File: src/rtl/transkid_pkg.sv
`default_nettype none
// ============================================================================
//  Module      : transkid_pkg
//  Description : Shared constants and helpers for the transparent skid FIFO.
//  Revision    : 1.0 - initial release
// ============================================================================
package transkid_pkg;

    // Smallest depth that still registers both output and input ready.
    localparam int MIN_DEPTH = 2;

    // Bits needed to hold an occupancy value in the range 0..depth.
    function automatic int occ_width(input int depth);
        return $clog2(depth + 1);
    endfunction

endpackage
`default_nettype wire

File: src/rtl/transkid_if.sv
`default_nettype none
// ============================================================================
//  Module      : transkid_if
//  Description : One valid/ready stream channel (valid, data, ready).
//  Revision    : 1.0 - initial release
// ============================================================================
interface transkid_if #(
    parameter int DATA_WIDTH = 32
);
    logic                  valid;
    logic [DATA_WIDTH-1:0] data;
    logic                  ready;

    // Producer side drives valid/data and observes ready.
    modport master (output valid, output data, input ready);
    // Consumer side observes valid/data and drives ready.
    modport slave  (input valid, input data, output ready);
endinterface
`default_nettype wire

File: src/rtl/transkid_ram.sv
`default_nettype none
// ============================================================================
//  Module      : transkid_ram
//  Description : ENTRIES x DATA_WIDTH register array, one synchronous write
//                port and one asynchronous read port (FIFO backing store).
//  Revision    : 1.0 - initial release
// ============================================================================
module transkid_ram #(
    parameter int DATA_WIDTH = 32,
    parameter int ENTRIES    = 3,
    parameter int AW         = 2
) (
    input  logic                  clk,
    input  logic                  we,
    input  logic [AW-1:0]         waddr,
    input  logic [DATA_WIDTH-1:0] wdata,
    input  logic [AW-1:0]         raddr,
    output logic [DATA_WIDTH-1:0] rdata
);

    logic [DATA_WIDTH-1:0] r_mem [ENTRIES];

    // Store a beat at the write pointer; contents need no reset since the
    // control logic only reads entries it has written.
    always_ff @(posedge clk) begin
        if (we) begin
            r_mem[waddr] <= wdata;
        end
    end

    assign rdata = r_mem[raddr];

endmodule
`default_nettype wire

File: src/rtl/transkid_fifo.sv
`default_nettype none
// ============================================================================
//  Module      : transkid_fifo
//  Description : Transparent skid FIFO of DEPTH entries (output register plus
//                a DEPTH-1 circular buffer). out_valid, out_data and in_ready
//                are all registered; provides occupancy, almost-full and a
//                synchronous flush.
//  Revision    : 1.0 - initial release
// ============================================================================
module transkid_fifo
    import transkid_pkg::*;
#(
    parameter int DATA_WIDTH = 32,
    parameter int DEPTH      = 4,
    parameter int PASS_STALL = 0,
    parameter int AF_THRESH  = DEPTH - 1
) (
    input  logic                        clk,
    input  logic                        rst,
    input  logic                        flush,
    transkid_if.slave                   in_ch,
    transkid_if.master                  out_ch,
    output logic [occ_width(DEPTH)-1:0] count,
    output logic                        almost_full
);

    localparam int              c_cw       = occ_width(DEPTH);
    localparam int              c_entries  = DEPTH - 1;
    localparam int              c_aw       = (c_entries > 1) ? $clog2(c_entries) : 1;
    localparam logic [c_aw-1:0] c_last_ptr = c_aw'(c_entries - 1);

    generate
        if (DEPTH < MIN_DEPTH || AF_THRESH > DEPTH) begin : g_param_check
            $error("transkid_fifo: DEPTH must be >= 2 and AF_THRESH <= DEPTH");
        end
    endgenerate

    logic [c_cw-1:0]       r_count;
    logic                  r_out_valid;
    logic [DATA_WIDTH-1:0] r_out_data;
    logic                  r_in_ready;
    logic                  r_almost_full;
    logic [c_aw-1:0]       r_rd_ptr;
    logic [c_aw-1:0]       r_wr_ptr;

    logic                  w_insert;
    logic                  w_remove;
    logic                  w_buf_empty;
    logic                  w_to_out;
    logic                  w_to_buf;
    logic                  w_pop;
    logic [c_cw-1:0]       w_count_next;
    logic [c_cw-1:0]       w_count_eff;
    logic [DATA_WIDTH-1:0] w_rd_data;

    // Buffer pointers wrap explicitly so DEPTH need not be a power of two.
    function automatic logic [c_aw-1:0] ptr_inc(input logic [c_aw-1:0] p);
        return (p == c_last_ptr) ? '0 : p + c_aw'(1);
    endfunction

    assign w_insert    = in_ch.valid & r_in_ready;
    assign w_remove    = r_out_valid & out_ch.ready;
    // The output register holds one beat whenever count is non-zero, so
    // the circular buffer is empty exactly when count <= 1.
    assign w_buf_empty = (r_count <= c_cw'(1));
    // A new beat bypasses the buffer only if it would become the head.
    assign w_to_out    = w_insert & w_buf_empty & (~r_out_valid | w_remove);
    assign w_to_buf    = w_insert & ~w_to_out;
    assign w_pop       = w_remove & ~w_buf_empty;

    // Next occupancy from the two handshakes; flush forces it to zero.
    always_comb begin
        w_count_next = r_count;
        if (w_insert && !w_remove) begin
            w_count_next = r_count + c_cw'(1);
        end else if (!w_insert && w_remove) begin
            w_count_next = r_count - c_cw'(1);
        end
        w_count_eff = flush ? '0 : w_count_next;
    end

    // Register all status outputs, the output stage and the buffer pointers.
    always_ff @(posedge clk) begin
        if (rst) begin
            r_count       <= '0;
            r_out_valid   <= 1'b0;
            r_out_data    <= '0;
            r_in_ready    <= 1'b0;
            r_almost_full <= 1'b0;
            r_rd_ptr      <= '0;
            r_wr_ptr      <= '0;
        end else begin
            r_count       <= w_count_eff;
            r_out_valid   <= (w_count_eff != '0);
            r_almost_full <= (w_count_eff >= c_cw'(AF_THRESH));
            r_in_ready    <= (w_count_eff < c_cw'(DEPTH)) &&
                             ((PASS_STALL == 0) || out_ch.ready);
            if (flush) begin
                r_rd_ptr <= '0;
                r_wr_ptr <= '0;
            end else begin
                if (w_to_out) begin
                    r_out_data <= in_ch.data;
                end else if (w_pop) begin
                    r_out_data <= w_rd_data;
                end
                if (w_pop) begin
                    r_rd_ptr <= ptr_inc(r_rd_ptr);
                end
                if (w_to_buf) begin
                    r_wr_ptr <= ptr_inc(r_wr_ptr);
                end
            end
        end
    end

    transkid_ram #(
        .DATA_WIDTH (DATA_WIDTH),
        .ENTRIES    (c_entries),
        .AW         (c_aw)
    ) u_ram (
        .clk   (clk),
        .we    (w_to_buf & ~flush),
        .waddr (r_wr_ptr),
        .wdata (in_ch.data),
        .raddr (r_rd_ptr),
        .rdata (w_rd_data)
    );

    assign in_ch.ready  = r_in_ready;
    assign out_ch.valid = r_out_valid;
    assign out_ch.data  = r_out_data;
    assign count        = r_count;
    assign almost_full  = r_almost_full;

endmodule
`default_nettype wire
File: src/flat_wrapper.sv
// flat-port wrapper written by rule: the top's interface ports become plain ports
module transkid_fifo_flat import transkid_pkg::*;
#(
    parameter int DATA_WIDTH = 32,
    parameter int DEPTH      = 4,
    parameter int PASS_STALL = 0,
    parameter int AF_THRESH  = DEPTH - 1
)
  (clk, rst, flush, count, almost_full, in_ch_valid, in_ch_data, in_ch_ready, out_ch_valid, out_ch_data, out_ch_ready);
  transkid_if #(.DATA_WIDTH(DATA_WIDTH)) in_ch_i ();
  transkid_if #(.DATA_WIDTH(DATA_WIDTH)) out_ch_i ();
  input  logic clk;
  input  logic rst;
  input  logic flush;
  output logic [occ_width(DEPTH)-1:0] count;
  output logic almost_full;
  input wire logic [$bits(in_ch_i.valid)-1:0] in_ch_valid;
  input wire logic [$bits(in_ch_i.data)-1:0] in_ch_data;
  output wire logic [$bits(in_ch_i.ready)-1:0] in_ch_ready;
  output wire logic [$bits(out_ch_i.valid)-1:0] out_ch_valid;
  output wire logic [$bits(out_ch_i.data)-1:0] out_ch_data;
  input wire logic [$bits(out_ch_i.ready)-1:0] out_ch_ready;
  assign in_ch_i.valid = in_ch_valid;
  assign in_ch_i.data = in_ch_data;
  assign in_ch_ready = in_ch_i.ready;
  assign out_ch_valid = out_ch_i.valid;
  assign out_ch_data = out_ch_i.data;
  assign out_ch_i.ready = out_ch_ready;
  transkid_fifo #(.DATA_WIDTH(DATA_WIDTH), .DEPTH(DEPTH), .PASS_STALL(PASS_STALL), .AF_THRESH(AF_THRESH)) u_core (.clk(clk), .rst(rst), .flush(flush), .in_ch(in_ch_i), .out_ch(out_ch_i), .count(count), .almost_full(almost_full));
endmodule
File: config.mk
export PLATFORM = sky130hd
export DESIGN_NAME = transkid_fifo_flat
export DESIGN_NICKNAME = d
export VERILOG_FILES = /design/src/rtl/transkid_pkg.sv /design/src/rtl/transkid_if.sv /design/src/rtl/transkid_ram.sv /design/src/rtl/transkid_fifo.sv /design/src/flat_wrapper.sv
export SDC_FILE = /design/constraint.sdc
export NUM_CORES = 1
export LEC_CHECK = 0
export ABC_AREA = 1
export BUFFER_PORTS_ARGS = -buffer_cell sky130_fd_sc_hd__buf_2
export CORE_MARGIN = 2
export CORE_UTILIZATION = 45
export CTS_CLUSTER_DIAMETER = 120
export DETAILED_ROUTE_END_ITERATION = 12
export PLACE_DENSITY = 0.68
export REMOVE_ABC_BUFFERS = 1
export SLEW_MARGIN = 25
export SYNTH_ARGS = -nofsm -noshare
export SYNTH_HDL_FRONTEND = slang
export SYNTH_SLANG_ARGS = --single-unit
File: constraint.sdc
create_clock -name clk -period 5.9 [get_ports clk]
set_input_delay 0 -clock clk [delete_from_list [all_inputs] [get_ports clk]]
set_output_delay 0 -clock clk [all_outputs]
set_load 0.02 [all_outputs]
==> metrics, run 1 <==
Starting Density=46.4%; critical path launch point type=flop; r2r startpoint=u_core.count[1]; Final Hold Vio Count=0; final worst slack=2.66 ns; total of max-cap violations=0; die area=14,700 um^2; Port-buffer cells=74; antenna viol nets, final=0; Metal-1 WL=~6 mm; Iteration-0 DRC Markers=297; setup slack at placement=2.68 ns; NumNets Final=between 800 and 900; Sink Count=140; CTS Buffer Depth=2; per-cell routed wire length=approximately 12 um; Slew headroom=29.8%; via count=between 4k and 5k; Mapped Cells=around 730; Total GRT Usage=18.3%; Crit. End Element=flop; Synth Flop Type=edfxtp_1; H-tree Lvls=4; routability cong.=around 0.79; register area share after synthesis=60.7%; number of enable flip-flop cells after synthesis=96; area grow syn2layout=24.6%; Cell Rows=42; Pre-Repair DR Iteration Count=4; Yosys cell types=22; reg2reg path depth=7; Final Cell Area=approximately 7700 um^2; DP HPWL=7.17 mm; Die Wd=121 um; Die Y-Extent=121 um; pin count of the biggest net entering global routing=65; clk slew on worst S/H paths=0.06 ns; commonest cells after routing, fill and taps aside=nand2_1, inv_1, edfxtp_1, nand3_1, buf_2; final number of setup-violating endpoints=0; IO Pins=75; Worst R2R End=u_core.u_ram.r_mem[1][20]; PostCTS Resize Cnt=0; commonest non-fill, non-tap cell in the layout=nand2_1; Crit Path Category=reg -> reg; Hold Crit Start=flush; total wire length=12.7 mm; core area=between 10,000 and 15,000 um^2; Synth Cell Area=6200 um^2; unrepaired setup endpoints after global routing=no; drc violations=0; routed wire length on met3=518 um; clk_lat worst skew=0.41 ns; vias in the first global route=4,349; Avg Inst Size Synth=approximately 8.5 um^2; Hold Path Class=in -> reg; slew at the pin closest to its max-slew limit=1.05 ns; initial antenna violation count=0; setup repair bufs after CTS=0; P_leak=3.75 nW; post-synthesis register bit count=140; clock root cell=clkbuf_16; Crit path arrival time=~3.3 ns; drt via density=between 4 and 5; hold slack final=0.0253 ns; DP Area=6690 um^2; Setup TNS=0 ns; Tcrit/Tclk final=54.9%; Hold Path Stages=4; Max VDD drop=0.000234 V; DR top layer=met4; GRT overflow=0; CP max FO=36; Max Fclk=0.309 GHz; global-route wire length before repair=20.8 mm; Cell Pwr Density=332 nW/um^2; CTS buffer count=17; count of pins over their slew limit=0; Synth async-reset ratio=0%; status=completed; reg-to-reg setup timing slack=2.66 ns; Synth warnings=0; share of layout cells above drive strength 1=14.3%; required time worst endpoint=about 6 ns; minimum clock period=between 3 and 4 ns; ANT cells=0; met2 WL=6.17 mm; TritonCTS clock tree=built; worst clock skew=0.00538 ns
[state kept, by name (all words and copies together), names as in the netlist, named ones only]
name,cells
u_core.out_ch.data,32
u_core.count,3
u_core.u_ram.r_mem,96
u_core.in_ch.ready,1
u_core.r_rd_ptr,2
u_core.out_ch.valid,1
u_core.r_wr_ptr,2
u_core.almost_full,1
[layout make-up]
cell class | count | area, um^2
clock inverter | 14 | 272
tap | 176 | 220
inverter | 114 | 428
multi-input combinational | 447 | 1880
fill | 1190 | 5630
clock buffer | 18 | 429
timing repair buffer | 111 | 731
sequential | 140 | 3760
[stage by stage]
| stage | total power, W | utilization, % | instances |
|---|---|---|---|
| 3_5_place_dp | 0.00130 | 50.1 | 955 |
| 2_1_floorplan | 0.00123 | - | 701 |
| 5_1_grt | 0.00266 | 57.8 | 1020 |
| 3_3_place_gp | 0.00130 | 50.1 | 955 |
| 6_report | 0.00256 | 57.8 | 1020 |
| 4_1_cts | 0.00258 | 57.8 | 1020 |
[Yosys cell counts, types with 3 or more instances]
master,instances,area [um^2]
a21oi_1,5,25.0
inv_2,3,11.3
buf_1,4,15.0
buf_2,7,35.0
ha_1,3,37.5
nand2_1,282,1060
nand3_1,74,370
edfxtp_1,96,2880
dfxtp_1,44,881
inv_1,109,409
buf_4,6,45.0
clkbuf_1,15,56.3
nor2_1,72,270
[critical path: stages, from the launching register on]
cell and delay [ns]:
dfxtp_1 0.38, inv_1 0.09, ha_1 0.18, nand2_1 0.11, nand2_2 0.45, nand2_4 0.58, nand4_1 0.26, nor2_4 0.78
[report_power, final]
group          internal (W)  switching [W]
Clock              0.000872       0.000394
Sequential          0.00108      0.0000107
Combinational     0.0000729       0.000135
Total               0.00202       0.000540
[per-layer routing]
| metal | track usage, % | vias up |
|---|---|---|
| met4 | 6.75 | 0 |
| met5 | 0 | - |
| li1 | - | 2455 |
| met2 | 29.7 | 86 |
| met1 | 23.5 | 2093 |
| met3 | 4.89 | 10 |
[what timing repair did]
item	CTS	global route
hold buffers	33	0
setup endpoints to repair	0	0
endpoints found under the hold margin	128	0
[logic make-up after synthesis]
logic type | Yosys count | synth area share, %
buf+inv | 146 | 9.35
fa+ha+maj | 3 | 0.606
compound gates | 7 | 0.747
flops | 140 | 60.7
simple gates | 437 | 28.6
[worst max path at each step]
stage,from,end,slack (ns),depth (start not counted)
4_1_cts,u_core.count[1],u_core.u_ram.r_mem[1][16],2.63,7
5_1_grt,u_core.count[1],u_core.u_ram.r_mem[1][2],2.43,7
6_report,u_core.count[1],u_core.u_ram.r_mem[1][20],2.66,7
3_5_place_dp,u_core.count[1],u_core.u_ram.r_mem[1][2],2.68,7
2_1_floorplan,u_core.count[1],u_core.u_ram.r_mem[2][0],0.73,7
3_3_place_gp,u_core.count[1],u_core.u_ram.r_mem[1][7],2.76,7
Note: power is estimated with default switching activity, not from simulation.
==> run 2: changes to the inputs <==
==> constraint.sdc (replaced) <==
create_clock -name clk -period 3.2 [get_ports clk]
set_input_delay 0 -clock clk [delete_from_list [all_inputs] [get_ports clk]]
set_output_delay 0 -clock clk [all_outputs]
set_load 0.02 [all_outputs]
==> run 2 against run 1 <==
Against the previous run:
- count of clock-buffer cells in the layout is 1 higher
- die area stayed put
- utilization is 0.90 points lower
- worst hold slack better by 0.0036 ns
- power is 61% higher
- sequential share of layout area is 0.77 points higher
- final area is 1.6% lower
- largest cell class unchanged
- register-to-register slack worse by 1.9 ns
==> metrics, run 2 (synthesis gave the netlist of run 1 again) <==
CP max FO=36; Most Used Layer, Global Route=met2; unrepaired setup endpoints after global routing=no; commonest non-fill, non-tap cell in the layout=nand2_1; Tcrit/Tclk final=75.4%; Max Fclk=a little over 0.4 GHz; Min-Delay Endpoint=u_core.r_rd_ptr[0]; per-cell routed wire length=12.6 um; vias in the first global route=4,292; share of layout cells above drive strength 1=14.2%; Sw Share=23.4%; IO Pins=75; drc violations=0; sequential share of power=48.5%; routability cong.=0.781; worst clock skew=0.00357 ns; Slew headroom=48.8%; Setup TNS=0 ns; DP Area=approximately 6800 um^2; area grow syn2layout=22.6%; Non-Filler Instances=approximately 1k; P_sw=just under 0.001 W; slew at the pin closest to its max-slew limit=0.768 ns; Crit path arrival time=~2.5 ns; Cell Pwr Density=543 nW/um^2; Crit Path Category=reg -> reg; Max VDD drop=0.000329 V; P_leak=3.71 nW; Die Wd=121 um; final number of setup-violating endpoints=0; NumNets Final=878; Port-buffer cells=74; Hold Path Stages=4; via count=approximately 4.7k; pin count of the biggest net entering global routing=65; Starting Density=46.4%; reg2reg path depth=8; global-route wire length before repair=~21 mm; drt via density=4.55; total of max-cap violations=0; total wire length=13.0 mm; Final Hold Vio Count=0; H-tree Lvls=4; CTS Buffer Depth=2; minimum clock period=2.41 ns; Sink Count=140; CTS buffer count=17; hold slack final=0.0289 ns; Crit. End Element=flop; met3 usage=4.61%; Final Cell Area=7600 um^2; clk_lat worst skew=0.42 ns; Pre-Repair DR Iteration Count=6; Iteration-0 DRC Markers=between 300 and 400; commonest cells after routing, fill and taps aside=nand2_1, inv_1, edfxtp_1, nand3_1, buf_2; clock root cell=clkbuf_16; Worst R2R End=u_core.u_ram.r_mem[0][25]; clk slew on worst S/H paths=0.05 ns; die area=14,700 um^2; reg-to-reg setup timing slack=0.79 ns; r2r startpoint=u_core.count[1]; PostCTS Resize Cnt=0; Hold Crit Start=flush; Power Internal=roughly 0.0032 W; count of pins over their slew limit=0; Combinational Power Share=9.4%; TritonCTS clock tree=built; max reg flops=96; setup repair bufs after CTS=0; Clock power frac=a little over two fifths; post-layout power=0.00413 W; GRT overflow=0; core area=approximately 13,000 um^2; Total GRT Usage=18.6%; DP HPWL=approximately 7.7 mm; initial antenna violation count=0; Cell Rows=42; Cells after DPL=962; cts-stage hold buffer count=33; met2 GRT Util=between 20% and 30%; critical path launch point type=flop; status=completed; global-route met1 utilization=23.9%; antenna viol nets, final=0; ANT cells=0; Die Y-Extent=~120 um; Most flops, register=u_core.u_ram.r_mem; Hold Path Class=in -> reg; required time worst endpoint=3.28 ns
run 2: stage by stage:
step | setup slack (ns) | util [%]
after floorplan | -1.97 | -
after global placement | 0.819 | 50.6
after detailed placement | 0.758 | 50.6
after CTS | 0.745 | 56.9
after global routing | 0.576 | 56.9
final | 0.787 | 56.9
run 2: critical path, stage by stage (launching register included):
cell	delay [ns]
dfxtp_1	0.37
inv_1	0.09
ha_1	0.18
nand2_1	0.10
nand2_2	0.09
nand2_4	0.36
nand3_1	0.22
nor2_4	0.25
buf_4	0.40
run 2: how the worst max path moves through the flow:
stage | to | slack [ns] | cells after the start | from
floorplan | u_core.u_ram.r_mem[2][0] | -1.97 | 7 | u_core.count[1]
global placement | u_core.u_ram.r_mem[0][14] | 0.82 | 8 | u_core.count[1]
detailed placement | u_core.u_ram.r_mem[0][11] | 0.76 | 8 | u_core.count[1]
CTS | u_core.u_ram.r_mem[0][14] | 0.74 | 8 | u_core.count[1]
global route | u_core.u_ram.r_mem[0][18] | 0.58 | 8 | u_core.count[1]
finish | u_core.u_ram.r_mem[0][25] | 0.79 | 8 | u_core.count[1]
run 2: metal layers:
layer  wire (um)  part of all wire, %
met5           0                    0
met2        6280                   48
met4         199                  1.5
met3         591                  4.6
met1        5890                   45
run 2: power groups by stage:
stage	sequential, W	clock, W	combinational (W)
global route	0.00201	0.00184	0.000442
floorplan	0.00208	0	0.000183
global placement	0.00204	0	0.000358
detailed placement	0.00204	0	0.000361
CTS	0.00200	0.00177	0.000394
finish	0.00200	0.00173	0.000390
run 2: final cells by class:
| cell class | count | area [um^2] |
|---|---|---|
| clock buffers | 19 | 433 |
| flip-flops and latches | 140 | 3760 |
| inverters | 114 | 428 |
| well taps | 176 | 220 |
| repair buffers | 118 | 796 |
| fillers | 1187 | 5750 |
| clock inverters | 13 | 82.6 |
| multi-input cells | 447 | 1880 |
==> run 3: changes to the inputs <==
==> constraint.sdc (replaced) <==
create_clock -name clk -period 2.4 [get_ports clk]
set_input_delay 0 -clock clk [delete_from_list [all_inputs] [get_ports clk]]
set_output_delay 0 -clock clk [all_outputs]
set_load 0.02 [all_outputs]
==> run 3 against run 2 <==
Against the previous run:
- first-iteration DRC count fell by 12%
- worst hold slack improved by 0.015 ns
- flip-flop and latch count did not move
- clock power rose by 59%
- via count rose by 1.6%
- sequential share of layout area fell by 1.1 points
- final area rose by 2.2%
- sequential power rose by 34%
- count of clock-buffer cells in the layout fell by 1
==> metrics, run 3 (synthesis gave the netlist of run 1 again) <==
Tcrit/Tclk final=83.4%; Starting Density=46.4%; required time worst endpoint=~2.5 ns; Clock power frac=46.1%; drt via density=4.60; core area=13,300 um^2; count of pins over their slew limit=0; Slowest-stage cell, CP=dfxtp_1; ANT cells=0; minimum clock period=2.00 ns; TritonCTS clock tree=built; post-layout util=between 50% and 60%; Die Y-Extent=around 120 um; clk slew on worst S/H paths=0.06 ns; vias in the first global route=4,496; Die Wd=121 um; Iteration-0 DRC Markers=280; met2 WL=6.53 mm; Cells after DPL=967; critical path launch point type=flop; Sink Count=140; commonest cells after routing, fill and taps aside=nand2_1, inv_1, edfxtp_1, nand3_1, buf_2; final number of setup-violating endpoints=0; max reg flops=between 90 and 100; slowest stage delay, CP=around 0.37 ns; Min-Delay Endpoint=u_core.r_rd_ptr[0]; final worst slack=0.399 ns; P_leak=~3.8 nW; via count=4,745; DP HPWL=about 8.2 mm; Max VDD drop=0.000526 V; Port-buffer cells=74; worst clock skew=just over 0.008 ns; Hold Path Class=in -> reg; total of max-cap violations=0; clk_lat worst skew=~0.42 ns; r2r startpoint=u_core.count[1]; Most flops, register=u_core.u_ram.r_mem; Sw Share=23.0%; routability cong.=0.802; Hold Path Stages=4; initial antenna violation count=0; Crit path arrival time=2.12 ns; die area=roughly 15,000 um^2; post-layout power=slightly below 0.006 W; per-cell routed wire length=12.9 um; DR top layer=met4; area grow syn2layout=25.3%; Slew headroom=57.6%; Max Fclk=0.500 GHz; FILL cells=around 1.2k; CP max FO=24; status=completed; reg-to-reg setup timing slack=0.40 ns; total wire length=13.3 mm; pin count of the biggest net entering global routing=34; GRT overflow=0; clock root cell=clkbuf_16; Power Internal=0.00458 W; Non-Filler Instances=1,031; Total GRT Usage=about a fifth; P_sw=0.00137 W; sequential share of power=approximately 45%; Worst R2R End=u_core.u_ram.r_mem[0][2]; CTS Buffer Depth=2; Crit Path Category=reg -> reg; CP cell instances=inv_1 -> ha_1 -> nand2_1 -> nand2_2 -> nand2_4 -> nand3_1 -> nor2_4 -> buf_12; reg2reg path depth=8; CTS buffer count=17; commonest non-fill, non-tap cell in the layout=nand2_1; Crit. End Element=flop; Cell Pwr Density=between 700 and 800 nW/um^2; NumNets Final=between 800 and 900; IO Pins=between 70 and 80; hold slack final=0.0439 ns; setup slack at placement=approximately 0.38 ns; Cell Rows=42; H-tree Lvls=4; routed wire length on met3=about 600 um; Hold Crit Start=flush; Final Hold Vio Count=0; Pre-Repair DR Iteration Count=4; share of layout cells above drive strength 1=around 15%; unrepaired setup endpoints after global routing=no; Combinational Power Share=9.0%; Metal-1 WL=between 6 and 7 mm; slew at the pin closest to its max-slew limit=about 0.63 ns; antenna viol nets, final=0; global-route wire length before repair=22.1 mm; drc violations=0
-- run 3: cell types whose count changed in the layout (fill, tap and decap cells not counted), sizes merged --
cell      delta
bufinv       +3
inv          +3
clkbuf       -1
clkinvlp     +3
clkinv       -9
buf          +5
-- run 3: area by class of cell --
cell class / count / area (um^2) / share of cell area (%)
flip-flops and latches: 140 / 3760 / 48.5
well taps: 176 / 220 / 2.84
inverters: 114 / 428 / 5.51
clock buffers: 18 / 429 / 5.53
repair buffers: 123 / 858 / 11.1
clock inverters: 13 / 191 / 2.46
multi-input cells: 447 / 1880 / 24.2
-- run 3: worst max-delay path: cells and delay by family (launching register included) --
family	cells	cell delay [ns]
and+or+nand+nor	5	0.80
adders and majority gates	1	0.18
DFF	1	0.37
buffers and inverters	2	0.33
-- run 3: what timing repair did --
action,4_1_cts,5_1_grt
buffers inserted,0,0
hold buffers,33,0
resized for setup,0,0
hold endpoints to repair,126,0
-- run 3: how the worst max path moves through the flow --
stage / start / endpoint / slack, ns / cells past startpoint
final: u_core.count[1] / u_core.u_ram.r_mem[0][2] / 0.40 / 8
after global routing: u_core.count[1] / u_core.u_ram.r_mem[0][2] / 0.22 / 8
after CTS: u_core.count[1] / u_core.u_ram.r_mem[0][7] / 0.37 / 8
after detailed placement: u_core.count[1] / u_core.u_ram.r_mem[0][11] / 0.38 / 8
after global placement: u_core.count[1] / u_core.u_ram.r_mem[0][14] / 0.45 / 8
after floorplan: u_core.count[1] / u_core.u_ram.r_mem[2][0] / -2.77 / 7
-- run 3: per-stage QoR --
stage / cell area, um^2 / TNS (ns)
global placement: 6820 / 0
detailed placement: 6820 / 0
finish: 7770 / 0
CTS: 7770 / 0
global route: 7770 / 0
floorplan: 6050 / -153.13
-- run 3: power by group through the flow --
stage | clock network [W] | logic [W] | registers, W
floorplan | 0 | 0.000244 | 0.00278
global placement | 0 | 0.000490 | 0.00272
detailed placement | 0 | 0.000496 | 0.00272
CTS | 0.00278 | 0.000539 | 0.00267
global route | 0.00288 | 0.000607 | 0.00268
finish | 0.00275 | 0.000534 | 0.00267
-- run 3: per-layer routing --
| metal | global-route usage (%) | up-vias |
|---|---|---|
| met5 | 0 | - |
| met1 | 24.6 | 2139 |
| met2 | 33.0 | 107 |
| met4 | 7.40 | 0 |
| met3 | 4.46 | 15 |
| li1 | - | 2484 |
